==> src/rtl/ni_request_flit_sequencer.sv <==
// ni_request_flit_sequencer: turns one packet descriptor into HEADER/BODY/TAIL flits
// on the NoC link, using credit-based flow control toward the downstream buffer.
module ni_request_flit_sequencer #(
    parameter int FLIT_WIDTH        = 32,
    parameter int FTYPE_WIDTH       = 2,
    parameter int BASE_WIDTH        = FLIT_WIDTH - FTYPE_WIDTH,
    parameter int COUNTER_WIDTH     = 4,
    parameter int MAX_PAYLOAD_FLITS = 8,
    parameter int CREDITS           = 4,
    parameter int CREDIT_WIDTH      = 3
) (
    input  logic                     clock,
    input  logic                     reset_n,
    input  logic                     req_valid,
    output logic                     req_ready,
    input  logic [BASE_WIDTH-1:0]    req_header,
    input  logic [COUNTER_WIDTH-1:0] req_payload_flits,
    output logic [COUNTER_WIDTH-1:0] flit_counter,
    output logic                     is_payload,
    input  logic [BASE_WIDTH-1:0]    payload_chunk,
    output logic [FLIT_WIDTH-1:0]    flit_out,
    output logic                     flit_valid,
    input  logic                     credit_in,
    output logic                     busy
);
    localparam logic [FTYPE_WIDTH-1:0] T_HEADER      = FTYPE_WIDTH'(2'b10);
    localparam logic [FTYPE_WIDTH-1:0] T_BODY        = FTYPE_WIDTH'(2'b00);
    localparam logic [FTYPE_WIDTH-1:0] T_TAIL        = FTYPE_WIDTH'(2'b01);
    localparam logic [FTYPE_WIDTH-1:0] T_HEADER_TAIL = FTYPE_WIDTH'(2'b11);
    localparam logic [COUNTER_WIDTH-1:0] MAX_LEN     = COUNTER_WIDTH'(MAX_PAYLOAD_FLITS);
    localparam logic [CREDIT_WIDTH-1:0]  MAX_CREDITS = CREDIT_WIDTH'(CREDITS);

    typedef enum logic [1:0] {S_IDLE, S_HEADER, S_PAYLOAD} state_t;

    state_t                   r_state;
    logic [CREDIT_WIDTH-1:0]  r_credits;
    logic [BASE_WIDTH-1:0]    r_header;
    logic [COUNTER_WIDTH-1:0] r_len;
    logic [COUNTER_WIDTH-1:0] r_cnt;
    logic [FLIT_WIDTH-1:0]    r_flit;
    logic                     r_valid;

    logic                     w_send;
    logic                     w_last;
    logic [COUNTER_WIDTH-1:0] w_len;
    logic [CREDIT_WIDTH-1:0]  w_credits_next;

    // A send uses the registered credit count, so a credit returned at zero only helps next cycle.
    assign w_send = (r_state != S_IDLE) && (r_credits != '0);
    assign w_last = r_cnt == r_len - COUNTER_WIDTH'(1);
    assign w_len  = (req_payload_flits > MAX_LEN) ? MAX_LEN : req_payload_flits;
    assign w_credits_next = (w_send && !credit_in) ? r_credits - CREDIT_WIDTH'(1) :
                            (!w_send && credit_in && r_credits != MAX_CREDITS) ? r_credits + CREDIT_WIDTH'(1) :
                            r_credits;

    assign req_ready    = r_state == S_IDLE;
    assign busy         = r_state != S_IDLE;
    assign is_payload   = r_state == S_PAYLOAD;
    assign flit_counter = r_cnt;
    assign flit_out     = r_flit;
    assign flit_valid   = r_valid;

    always_ff @(posedge clock or negedge reset_n) begin
        if (!reset_n) begin
            r_state   <= S_IDLE;
            r_credits <= MAX_CREDITS;
            r_header  <= '0;
            r_len     <= '0;
            r_cnt     <= '0;
            r_flit    <= '0;
            r_valid   <= 1'b0;
        end else begin
            r_credits <= w_credits_next;
            r_valid   <= w_send;
            case (r_state)
                S_IDLE: begin
                    if (req_valid) begin
                        r_header <= req_header;
                        r_len    <= w_len;
                        r_state  <= S_HEADER;
                    end
                end
                S_HEADER: begin
                    if (w_send) begin
                        r_flit  <= {(r_len == '0) ? T_HEADER_TAIL : T_HEADER, r_header};
                        r_cnt   <= '0;
                        r_state <= (r_len == '0) ? S_IDLE : S_PAYLOAD;
                    end
                end
                S_PAYLOAD: begin
                    if (w_send) begin
                        r_flit  <= {w_last ? T_TAIL : T_BODY, payload_chunk};
                        r_cnt   <= w_last ? '0 : r_cnt + COUNTER_WIDTH'(1);
                        r_state <= w_last ? S_IDLE : S_PAYLOAD;
                    end
                end
                default: r_state <= S_IDLE;
            endcase
        end
    end
endmodule

==> config.mk <==
export PLATFORM = sky130hd
export DESIGN_NAME = ni_request_flit_sequencer
export DESIGN_NICKNAME = d
export VERILOG_FILES = /design/src/rtl/ni_request_flit_sequencer.sv
export SDC_FILE = /design/constraint.sdc
export NUM_CORES = 1
export LEC_CHECK = 0
export ABC_AREA = 1
export BUFFER_PORTS_ARGS = -buffer_cell sky130_fd_sc_hd__buf_2
export CORE_MARGIN = 3
export CORE_UTILIZATION = 55
export CTS_CLUSTER_DIAMETER = 80
export DETAILED_ROUTE_END_ITERATION = 12
export PLACE_DENSITY = 0.82
export SLEW_MARGIN = 10
export SYNTH_ARGS = -nofsm -noshare
export SYNTH_HDL_FRONTEND = slang
export SYNTH_SLANG_ARGS = --single-unit
==> constraint.sdc <==
create_clock -name clock -period 5.2 [get_ports clock]
set_input_delay 0.26 -clock clock [delete_from_list [all_inputs] [get_ports clock]]
set_output_delay 0.26 -clock clock [all_outputs]
set_load 0.01 [all_outputs]
======== Word level (Yosys, flattened, before mapping) ========
Cells that the tools add are included.
word-level totals
  word-level logic and storage cells ...... 52
  output and inout port bits .............. 40
  register bits ........................... 76
  bits of input ports ..................... 68
operators by class
  add/sub/neg operators ................... 4
  reductions and logical operators ........ 15
  equality and inequality tests ........... 7
  $lt $le $gt $ge ......................... 1
  mux-type cells .......................... 18
operators with widths
  kind                                                                    count
  32-bit 2-to-1 mux                                                       2
  32-bit one-hot mux with 2 select lines                                  1
  4-bit 2-to-1 mux                                                        4
  2-bit 2-to-1 mux                                                        5
  4-bit one-hot mux with 2 select lines                                   1
  3-bit 2-to-1 mux                                                        2
  2-bit one-hot mux with 3 select lines                                   1
  3-bit AND reduction                                                     2
  2-bit nonzero test                                                      3
  4-bit by 1-bit adder with 4-bit output (second input constant)          1
  4-bit equality test                                                     1
  4-bit > comparator (second input constant)                              1
  1-bit logical AND                                                       4
  4-bit zero test                                                         1
  2-bit inequality test (second input constant)                           2
  4-bit by 1-bit subtractor with 4-bit output (second input constant)     1
  3-bit by 1-bit adder with 3-bit output (second input constant)          1
  3-bit inequality test (second input constant)                           1
  3-bit nonzero test                                                      1
  3-bit by 1-bit subtractor with 3-bit output (second input constant)     1
  2-bit by 1-bit equality test with 1-bit output (second input constant)  1
  2-bit equality test (second input constant)                             1
  1-bit zero test                                                         2
  2-bit zero test                                                         1
  3 further kinds                                                         4

======== Depth between registers and ports, before layout ========
Gate-level depths: netlist of the first run.
  depth in word-level cells ............... 7
  mapped depth ............................ 12
  depth with buffers taken out ............ 12

======== Worst setup path after synthesis of the first run ========
Ideal clock, no wire load.
  path kind ............................... register -> register
  from .................................... register r_credits[2]
  to ...................................... register r_credits[2]
  path slack .............................. 3.480 ns
  clock period less this slack ............ 1.720 ns
  stages on the path, launching flop included .. 10
  arrival ................................. 1.646 ns
  cell sequence ........................... dfstp_2 inv_1 nand3_2 nand2_1 or2_1 fa_1 inv_1 nand2_1 nand2_1 xor2_1
between the ends
  longest elaborated chain between the ends .. 6
  elaborated cells between the ends (all ways) .. 12
  classes of those cells .................. add/sub: 2; eq/ne: 1; mux: 2; reduce/logical: 7
ends and longest elaborated chain
  item                                                                                            RTL line  text
  start, declared                                                                                 36        logic [CREDIT_WIDTH-1:0] r_credits;
  start signal, assigned                                                                          73        r_credits <= w_credits_next;
  parallel branches: the longest is 6 deep, another holds 3-bit by 1-bit adder with 3-bit output  n/a
Parallel ways; which one is timed is not known. The select of a mux whose other input is x is not followed.
A chain may end at the register's enable or synchronous reset.

======== Worst setup path after layout of the first run ========
  from .................................... register r_state[0]
  to ...................................... output port is_payload
between the ends
  longest elaborated chain between the ends .. 1
ends and longest elaborated chain
  item                    RTL line  text
  start, declared         35        state_t r_state;
  start signal, assigned  87        r_state <= (r_len == '0) ? S_IDLE : S_PAYLOAD;
  start signal, assigned  94        r_state <= w_last ? S_IDLE : S_PAYLOAD;
  2-bit equality test     58        assign is_payload = r_state == S_PAYLOAD;
  end, declared           19        output logic is_payload,
Every way passes these cells.

==> out/metrics.cfg, run 1 <==
[cts]
hold_buffers = 0
cts_buffer_depth = 2
postCtsSetupRepairBufs = 0
cts-buffers-inserted = 9
h-tree-depth = 3
clkSinkCount = 76
path_clk_slew_ns = 0.07
cts_tree = built
root_buffer = clkbuf_8
cts_resized = 0
worst_skew_pair.late_latency_ns = 0.33

[final_layout]
final_cells = 597
n_fill_cell = 496
final_util_pct = 70.2
multiInputGateArea_mm2 = 0.00149
regArea_mm2 = 0.00190
area_growth_syn_to_layout_pct = 19.5
diodes = 0
drive_gt1_share_pct = 29.9
nets = 590
fin_area_mm2 = 0.00428

[timing]
slew_viol_final = 0
relSlewSlack_pct = 31.5
hold_viol_final = 0
min_period_over_period_pct = 51.6
worst_pin_slew_ns = 1.03
rsz0062_at_grt = false
fin_crit_ns = 2.68
setup_tns_ns = 0
fin_hold_ws_ns = 0.0407
setup_viol = 0
fmaxAchievable_mhz = 372
fin_skew_ns = 0.00723
fin_ws_ns = 2.52

[power]
p_leak_nw = 2.35
ir_worst_vdd_mv = 0.337
power.density_mw_per_mm2 = 614
power_mw = 2.63

[worst_setup_path]
crit_start = r_state[0]
crit_family = buffers and inverters
rr_worst_depth = 5
crit_path_max_fanout = 34
end_kind = output pin
regToRegStartpoint = r_state[0]
crit_chain = inv_1, nand2_2, inv_1, buf_2
reg2reg_to = flit_counter[1]
worst-setup-path-type = reg2out
critPathBufInv = 3
r2r_slack_ns = 2.74
cpPeakStageDelay_ns = 0.93
crit_required_ns = 4.94
cpMaxStageDelayCell = inv_1
startpoint_type = flip-flop
cpMostUsedCell = inv_1
arrival_ns = 2.42

[grt]
grt_max_degree = 77
grt_pass1_vias = 2837
antenna_found_initial = 0
track_usage_pct = 21.6
grt_pass1_wl_mm = 12.8
grt_remaining_overflow = 0

[placement]
gp_congestion = 0.810
port_buffers = 107
dpl_cell_area_mm2 = 0.00411
dpl.cell_count = 582
hpwl_mm = 5.38
place_ws_ns = 2.75

[yosys]
synth_fp_nets = 490
synth-seq-cells = 76
synth_cell_type_count = 24
avgSynthCellArea_um2 = 8.57
synth_cells = 418
yosysWarnings = 0
ys_seq_area_share_pct = 53.1
synth_area_mm2 = 0.00358

[die]
fp.dieArea_mm2 = 0.00752
core_mm2 = 0.00610
ios = 108
start_util_pct = 58.7
placementRows = 28
die_h_um = 86.7
fp.dieW_um = 86.7

[routing]
vias = 2979
via_per_inst = 4.99
dr.pass1.iters = 4
wl_per_cell_um = 13.0
drt-initial-drc-count = 161
antenna_left = 0
drc = 0
postRouteWirelength_mm = 7.79

[status]
status = finished, final reports clean

[min_path]
hold_path_class = in2async

[job]
maxCapViolCount = 0

## cell usage after synthesis
cell	count	share of area, %
nand2_1	166	17
dfrtp_1	75	52
nor2_1	70	7.3
o31ai_2	26	9.1
inv_1	18	1.9
nand3_1	11	1.5
buf_2	10	1.4
o21ai_0	7	0.98
a21oi_1	6	0.84
inv_2	4	0.42
o31ai_1	4	0.84
buf_6	3	0.94
clkbuf_1	3	0.31
ha_1	3	1.0
buf_1	2	0.21
xor2_1	2	0.49
a21oi_4	1	0.45
dfstp_2	1	0.73
fa_1	1	0.56
inv_4	1	0.17
nand2_2	1	0.17
nand3_2	1	0.28
nor2_4	1	0.31
or2_1	1	0.17
## worst max-delay path by stage
stage | cells after the start | to | slack [ns]
6_report | 4 | is_payload | 2.52
3_5_place_dp | 6 | flit_out[30] | 2.75
2_1_floorplan | 9 | r_credits[2] | 3.48
4_1_cts | 4 | is_payload | 2.47
5_1_grt | 4 | is_payload | 2.26
3_3_place_gp | 5 | flit_counter[0] | 2.85
## final cells by class
cell class                      count  share of cell area [%]
Clock buffer                       13                    3.71
Clock inverter                      2                   0.234
Inverter                           23                    2.08
Multi-Input combinational cell    301                    34.7
Sequential cell                    76                    44.5
Tap cell                           75                    2.19
Timing Repair Buffer              107                    12.6
## power breakdown
group | switching (mW) | internal, mW
logic | 0.755 | 0.452
registers | 0.155 | 0.873
clock network | 0.196 | 0.196
total | 1.11 | 1.52
## cells in the final DEF, fill, tap and decap left out, drive strengths merged
cell	n
nand2	167
buf	107
dfrtp	75
nor2	71
o31ai	30
inv	23
clkbuf	13
nand3	12
o21ai	7
a21oi	7
ha	3
xor2	2
clkinv	2
or2	1
fa	1
dfstp	1
## state kept, by name, indices dropped and copies added (netlist names)
| name | flops |
|---|---|
| r_credits | 3 |
| flit_out | 32 |
| flit_valid | 1 |
| r_state | 2 |
| r_header | 30 |
| flit_counter | 4 |
| r_len | 4 |
## logic make-up after synthesis
group                    count (synthesis)  synth area share [%]
AO/OA/AOI/OAI                           44                  12.2
adder cells (fa/ha/maj)                  4                  1.61
XOR/XNOR                                 2                 0.489
flip-flops                              76                  53.1
AND/OR/NAND/NOR                        251                  27.2
buffers and inverters                   41                  5.35
## layer usage
metal / GRT usage, % / share of wire (%)
met4: 6.52 / 1.0
met2: 37.4 / 50
met5: 0 / 0
met1: 27.7 / 44
met3: 3.52 / 5.4
No activity file was read; power rests on OpenSTA's default activity.
==> run 2: changes to the inputs <==
- CORE_UTILIZATION: 55 -> 51
- PLACE_DENSITY: 0.82 -> 0.76
- clock period: 5.2 -> 2.7 ns (I/O delays scaled with it)
==> run 2 against run 1 <==
  * Via count up 3.6%
  * Utilization down 1.3 points
  * Combinational power rose by 96%
  * Critical path type unchanged
  * Critical endpoint unchanged
==> out/metrics.cfg, run 2 (synthesis results as in run 1) <==
[final_layout]
largest_register_ffs = 32  ; unchanged
n_fill_cell = 531  ; was 496
area_growth_syn_to_layout_pct = 26.4  ; was 19.5%
final_util_pct = 68.9  ; was 70.2%
nets = 610  ; was 590
mostFrequentLayoutCells = nand2_1 (166), buf_2 (106), dfrtp_1 (75)  ; unchanged
fin_area_mm2 = 0.00453  ; was 0.00428 mm²
drive_gt1_share_pct = 29.7  ; was 29.9%
final_common_cell = nand2_1  ; unchanged
diodes = 0  ; unchanged
final_cells = 636  ; was 597

[worst_setup_path]
crit_chain = inv_1, nand2_2, inv_1, buf_4, buf_2  ; was inv_1, nand2_2, inv_1, buf_2
crit_required_ns = 2.57  ; was 4.94 ns
cpMaxStageDelayCell = dfrtp_1  ; was inv_1
cpMostUsedCell = inv_1  ; unchanged
arrival_ns = 1.92  ; was 2.42 ns
critPathBufInv = 4  ; was 3
cpPeakStageDelay_ns = 0.41  ; was 0.93 ns
crit_path_max_fanout = 22  ; was 34
end_kind = output pin  ; unchanged
worst-setup-path-type = reg2out  ; unchanged
crit_family = buffers and inverters  ; unchanged
startpoint_type = flip-flop  ; unchanged

[min_path]
hold_path_class = in2reg  ; was in2async

[status]
status = finished, final reports clean  ; unchanged

[timing]
fin_crit_ns = 2.05
min_period_over_period_pct = 76.1
slew_viol_final = 0  ; unchanged
fin_skew_ns = 0.00694  ; was 0.00723 ns
worst_pin_slew_ns = 0.941  ; was 1.03 ns
relSlewSlack_pct = 37.3  ; was 31.5%
setup_viol = 0  ; unchanged
fin_ws_ns = 0.646  ; was 2.52 ns
setup_tns_ns = 0  ; unchanged
rsz0062_at_grt = false  ; unchanged
fmaxAchievable_mhz = 487
hold_viol_final = 0  ; unchanged

[routing]
drt-initial-drc-count = 171  ; was 161
dr.pass1.iters = 4  ; unchanged
wl_per_cell_um = 12.7  ; was 13.0 µm
postRouteWirelength_mm = 8.10  ; was 7.79 mm
via_per_inst = 4.85  ; was 4.99
drc = 0  ; unchanged
vias = 3085  ; was 2,979
antenna_left = 0  ; unchanged

[power]
p_leak_nw = 2.45  ; was 2.35 nW
switching_share_pct = 41.5  ; was 42.1%
pwr-share-clk_pct = 16.7  ; was 14.9%
power.internal_mw = 3.06  ; was 1.52 mW
seq_power_share_pct = 37.8  ; was 39.1%
switching_power_mw = 2.16  ; was 1.11 mW
combPwrFrac_pct = 45.4  ; was 45.9%
ir_worst_vdd_mv = 0.565  ; was 0.337 mV
power.density_mw_per_mm2 = 1150  ; was 614 mW/mm²

[placement]
port_buffers = 107  ; unchanged
place_ws_ns = 0.840  ; was 2.75 ns
dpl.cell_count = 603  ; was 582
hpwl_mm = 5.42  ; was 5.38 mm
dpl_cell_area_mm2 = 0.00416  ; was 0.00411 mm²
gp_congestion = 0.806  ; was 0.810

[die]
placementRows = 29  ; was 28
fp.dieArea_mm2 = 0.00806  ; was 0.00752 mm²
start_util_pct = 54.5  ; was 58.7%
die_h_um = 89.8  ; was 86.7 µm
core_mm2 = 0.00657  ; was 0.00610 mm²
fp.dieW_um = 89.8  ; was 86.7 µm
ios = 108  ; unchanged

[grt]
antenna_found_initial = 0  ; unchanged
grt_pass1_wl_mm = 14.0  ; was 12.8 mm
grt_max_degree = 77  ; unchanged
grt_pass1_vias = 3050  ; was 2,837
grt_remaining_overflow = 0  ; unchanged
track_usage_pct = 21.0  ; was 21.6%

[cts]
clkSinkCount = 76  ; unchanged
worst_skew_pair.late_latency_ns = 0.33  ; about the same
cts_tree = built  ; unchanged
root_buffer = clkbuf_8  ; unchanged
cts-buffers-inserted = 9  ; unchanged
path_clk_slew_ns = 0.07  ; about the same
h-tree-depth = 3  ; unchanged
cts_buffer_depth = 2  ; unchanged

[job]
maxCapViolCount = 0  ; unchanged

run 2: cell count changes in the layout (fill, tap and decap cells not counted):
| cell | delta |
|---|---|
| bufinv_16 | +1 |
| dlygate4sd3_1 | +17 |
| clkbuf_1 | -1 |
| buf_4 | +3 |
| clkinvlp_4 | +1 |
run 2: final cells by class:
cell class / instances / area [µm²] / area share, %
clock buffers: 12 / 155 / 3.43
clock inverters: 4 / 47.5 / 1.05
inverters: 23 / 88.8 / 1.96
multi-input cells: 301 / 1490 / 32.8
flip-flops and latches: 76 / 1900 / 42.0
well taps: 93 / 116 / 2.57
repair buffers: 127 / 731 / 16.1
run 2: tightest hold or removal path, cell delays in order:
cell	delay (ns)
buf_2	0.07
nand2_1	0.04
o21ai_0	0.06
run 2: power by group through the flow:
| stage | Sequential [mW] | Clock [mW] | Combinational [mW] |
|---|---|---|---|
| after global placement | 1.98 | 0 | 2.31 |
| final | 1.97 | 0.873 | 2.37 |
| after global routing | 2.04 | 0.943 | 2.71 |
| after CTS | 1.97 | 0.893 | 2.41 |
| after floorplan | 2.05 | 0 | 1.71 |
| after detailed placement | 1.99 | 0 | 2.39 |
run 2: repair_timing:
item | 4_1_cts | 5_1_grt
hold buffers | 17 | 0
endpoints found under the hold margin | 91 | 0
setup buffers | 0 | 0
gates resized for setup | 0 | 0
run 2: routing by layer:
layer | wire, µm | share of wire (%) | vias to the layer above | track usage [%]
li1 | - | - | 1551 | -
met1 | 3580 | 44 | 1450 | 26.5
met2 | 4050 | 50 | 76 | 36.0
met3 | 391 | 4.8 | 8 | 4.59
met4 | 73 | 0.90 | 0 | 6.77
met5 | 0 | 0 | - | 0
run 2: through the flow:
stage          hold slack [ns]  power [mW]
3_5_place_dp             0.338        4.37
6_report                0.0120        5.22
3_3_place_gp             0.334        4.29
2_1_floorplan           -0.161        3.76
4_1_cts                0.00159        5.27
5_1_grt                 0.0201        5.69
run 2: path summary, 6_finish.rpt:
check	startpoint	to	slack, ns	cells past startpoint
setup reg to reg	r_credits[2]	r_credits[2]	0.83	9
min in group asynchronous	reset_n	r_header[26]	0.50	2
max in group asynchronous	reset_n	r_header[12]	1.60	2
setup / recovery	r_state[0]	is_payload	0.65	5
hold / removal	req_payload_flits[2]	r_len[2]	0.01	3
hold reg to reg	r_header[21]	r_header[21]	0.47	2
==> run 3: changes to the inputs <==
- CORE_UTILIZATION: 51 -> 46
- PLACE_DENSITY: 0.76 -> 0.72
- clock period: 2.7 -> 1.8 ns (I/O delays scaled with it)
==> run 3 against run 2 <==
  * Critical path type is now reg2reg
  * Utilization fell by 3.7 points
  * Largest cell class unchanged
  * Combinational power rose by 62%
  * Clock power rose by 65%
  * Wire length rose by 7.6%
==> out/metrics.cfg, run 3 (synthesis results as in run 1) <==
[status]
status = finished, final reports clean  ; unchanged

[final_layout]
nets = 637  ; was 610
n_fill_cell = 642  ; was 531
multiInputGateArea_mm2 = 0.00150  ; was 0.00149 mm²
diodes = 0  ; unchanged
final_common_cell = nand2_1  ; unchanged
area_growth_syn_to_layout_pct = 34.9  ; was 26.4%
largest_register_ffs = 32  ; unchanged
drive_gt1_share_pct = 31.4  ; was 29.7%
regArea_mm2 = 0.00190  ; unchanged
mostFrequentLayoutCells = nand2_1 (164), buf_2 (106), dfrtp_1 (75)  ; was nand2_1 (166), buf_2 (106), dfrtp_1 (75)

[power]
switching_power_mw = 3.39  ; was 2.16 mW
power.density_mw_per_mm2 = 1710  ; was 1150 mW/mm²
switching_share_pct = 41.2  ; was 41.5%
seq_power_share_pct = 35.8  ; was 37.8%
ir_worst_vdd_mv = 0.766  ; was 0.565 mV
power.internal_mw = 4.85  ; was 3.06 mW
pwr-share-clk_pct = 17.5  ; was 16.7%
p_leak_nw = 2.58  ; was 2.45 nW
combPwrFrac_pct = 46.7  ; was 45.4%

[timing]
setup_viol = 0  ; unchanged
rsz0062_at_grt = true  ; was false
slew_viol_final = 0  ; unchanged
fin_crit_ns = 1.77
fmaxAchievable_mhz = 564
min_period_over_period_pct = 98.5
fin_ws_ns = 0.0267  ; was 0.646 ns
fin_skew_ns = 0.00963  ; was 0.00694 ns
relSlewSlack_pct = 65.9  ; was 37.3%
worst_pin_slew_ns = 0.511  ; was 0.941 ns
setup_tns_ns = 0  ; unchanged
hold_viol_final = 0  ; unchanged

[placement]
hpwl_mm = 5.86  ; was 5.42 mm
place_ws_ns = -0.0540  ; was 0.840 ns
gp_congestion = 0.794  ; was 0.806
port_buffers = 107  ; unchanged

[grt]
antenna_found_initial = 0  ; unchanged
track_usage_pct = 20.6  ; was 21.0%
grt_pass1_wl_mm = 14.6  ; was 14.0 mm
grt_pass1_vias = 3187  ; was 3,050
grt_max_degree = 65  ; was 77
grt_remaining_overflow = 0  ; unchanged

[job]
maxCapViolCount = 0  ; unchanged

[worst_setup_path]
end_kind = flip-flop  ; was output pin
startpoint_type = flip-flop  ; unchanged
worst-setup-path-type = reg2reg  ; was reg2out
crit_required_ns = 2.06  ; was 2.57 ns
crit_path_max_fanout = 3  ; was 22
crit_chain = inv_2, nand3_2, nand2_2, or2_4, fa_2, inv_2, nand2_1, nand2_1, xor2_1  ; was inv_1, nand2_2, inv_1, buf_4, buf_2
cpMaxStageDelayCell = dfstp_2  ; was dfrtp_1
critPathBufInv = 2  ; was 4
arrival_ns = 2.03  ; was 1.92 ns
cpPeakStageDelay_ns = 0.54  ; was 0.41 ns
crit_family = flip-flops  ; was buffers and inverters

[routing]
via_per_inst = 4.76  ; was 4.85
dr.pass1.iters = 4  ; unchanged
vias = 3185  ; was 3,085
postRouteWirelength_mm = 8.71  ; was 8.10 mm
drt-initial-drc-count = 149  ; was 171
wl_per_cell_um = 13.0  ; was 12.7 µm
drc = 0  ; unchanged
antenna_left = 0  ; unchanged

[cts]
cts-buffers-inserted = 9  ; unchanged
cts_buffer_depth = 2  ; unchanged
worst_skew_pair.late_latency_ns = 0.33  ; about the same
path_clk_slew_ns = 0.08  ; was 0.07 ns
cts_tree = built  ; unchanged
clkSinkCount = 76  ; unchanged
h-tree-depth = 3  ; unchanged
root_buffer = clkbuf_8  ; unchanged

[die]
fp.dieW_um = 94.2  ; was 89.8 µm
die_h_um = 94.2  ; was 89.8 µm
ios = 108  ; unchanged
start_util_pct = 48.3  ; was 54.5%
core_mm2 = 0.00741  ; was 0.00657 mm²
fp.dieArea_mm2 = 0.00888  ; was 0.00806 mm²
placementRows = 31  ; was 29

[min_path]
hold_path_class = in2reg  ; unchanged

[run 3: metrics by stage]
step	cells	power [mW]	area (µm²)	hold slack [ns]	utilization [%]
finish	669	8.24	4830	0.0463	65.2
global route	669	8.93	4830	0.0488	65.2
CTS	665	8.22	4790	0.0526	64.7
detailed placement	614	6.67	4210	0.0948	56.9
global placement	614	6.51	4210	0.0952	56.9
floorplan	418	5.64	3580	-0.206	-
[run 3: worst min-delay path: cells and delay by family]
kind / cells / cell delay (ns)
compound gates: 1 / 0.06
simple gates: 2 / 0.10
buf+inv: 1 / 0.09
[run 3: power groups by stage]
stage / Sequential, mW / Combinational (mW) / Clock [mW]
after floorplan: 3.08 / 2.56 / 0
after global placement: 2.94 / 3.56 / 0
after detailed placement: 2.97 / 3.71 / 0
after CTS: 2.94 / 3.80 / 1.47
after global routing: 3.04 / 4.33 / 1.56
final: 2.95 / 3.85 / 1.44
[run 3: routing by layer]
| metal | up-vias | wire length (µm) | GRT usage (%) |
|---|---|---|---|
| li1 | 1608 | - | - |
| met1 | 1474 | 3690 | 25.8 |
| met2 | 91 | 4500 | 35.8 |
| met3 | 12 | 385 | 3.13 |
| met4 | 0 | 137 | 8.06 |
| met5 | - | 0 | 0 |
[run 3: what timing repair did]
action,4_1_cts,5_1_grt
pin swaps,1,6
hold buffers,34,0
buffers inserted,1,4
endpoints found under the setup margin,2,17
hold endpoints to repair,71,0
resized for setup,3,7
[run 3: layout make-up]
| class | instances | share of cell area [%] |
|---|---|---|
| timing repair buffer | 154 | 20.5 |
| clock buffer | 10 | 2.85 |
| multi-input combinational | 301 | 31.0 |
| tap | 99 | 2.56 |
| inverter | 23 | 1.94 |
| sequential | 76 | 39.4 |
| clock inverter | 6 | 1.79 |
[run 3: final timing paths]
| check | endpoint | slack [ns] | from | depth (start not counted) |
|---|---|---|---|---|
| worst max-delay path | r_credits[2] | 0.03 | r_credits[2] | 9 |
| worst min-delay path | r_len[1] | 0.05 | req_payload_flits[3] | 4 |
| worst max register to register | r_credits[2] | 0.03 | r_credits[2] | 9 |
| worst min register to register | r_header[5] | 0.48 | r_header[5] | 2 |
| max in group asynchronous | r_credits[2] | 0.92 | reset_n | 3 |
| min in group asynchronous | flit_out[26] | 0.26 | reset_n | 2 |
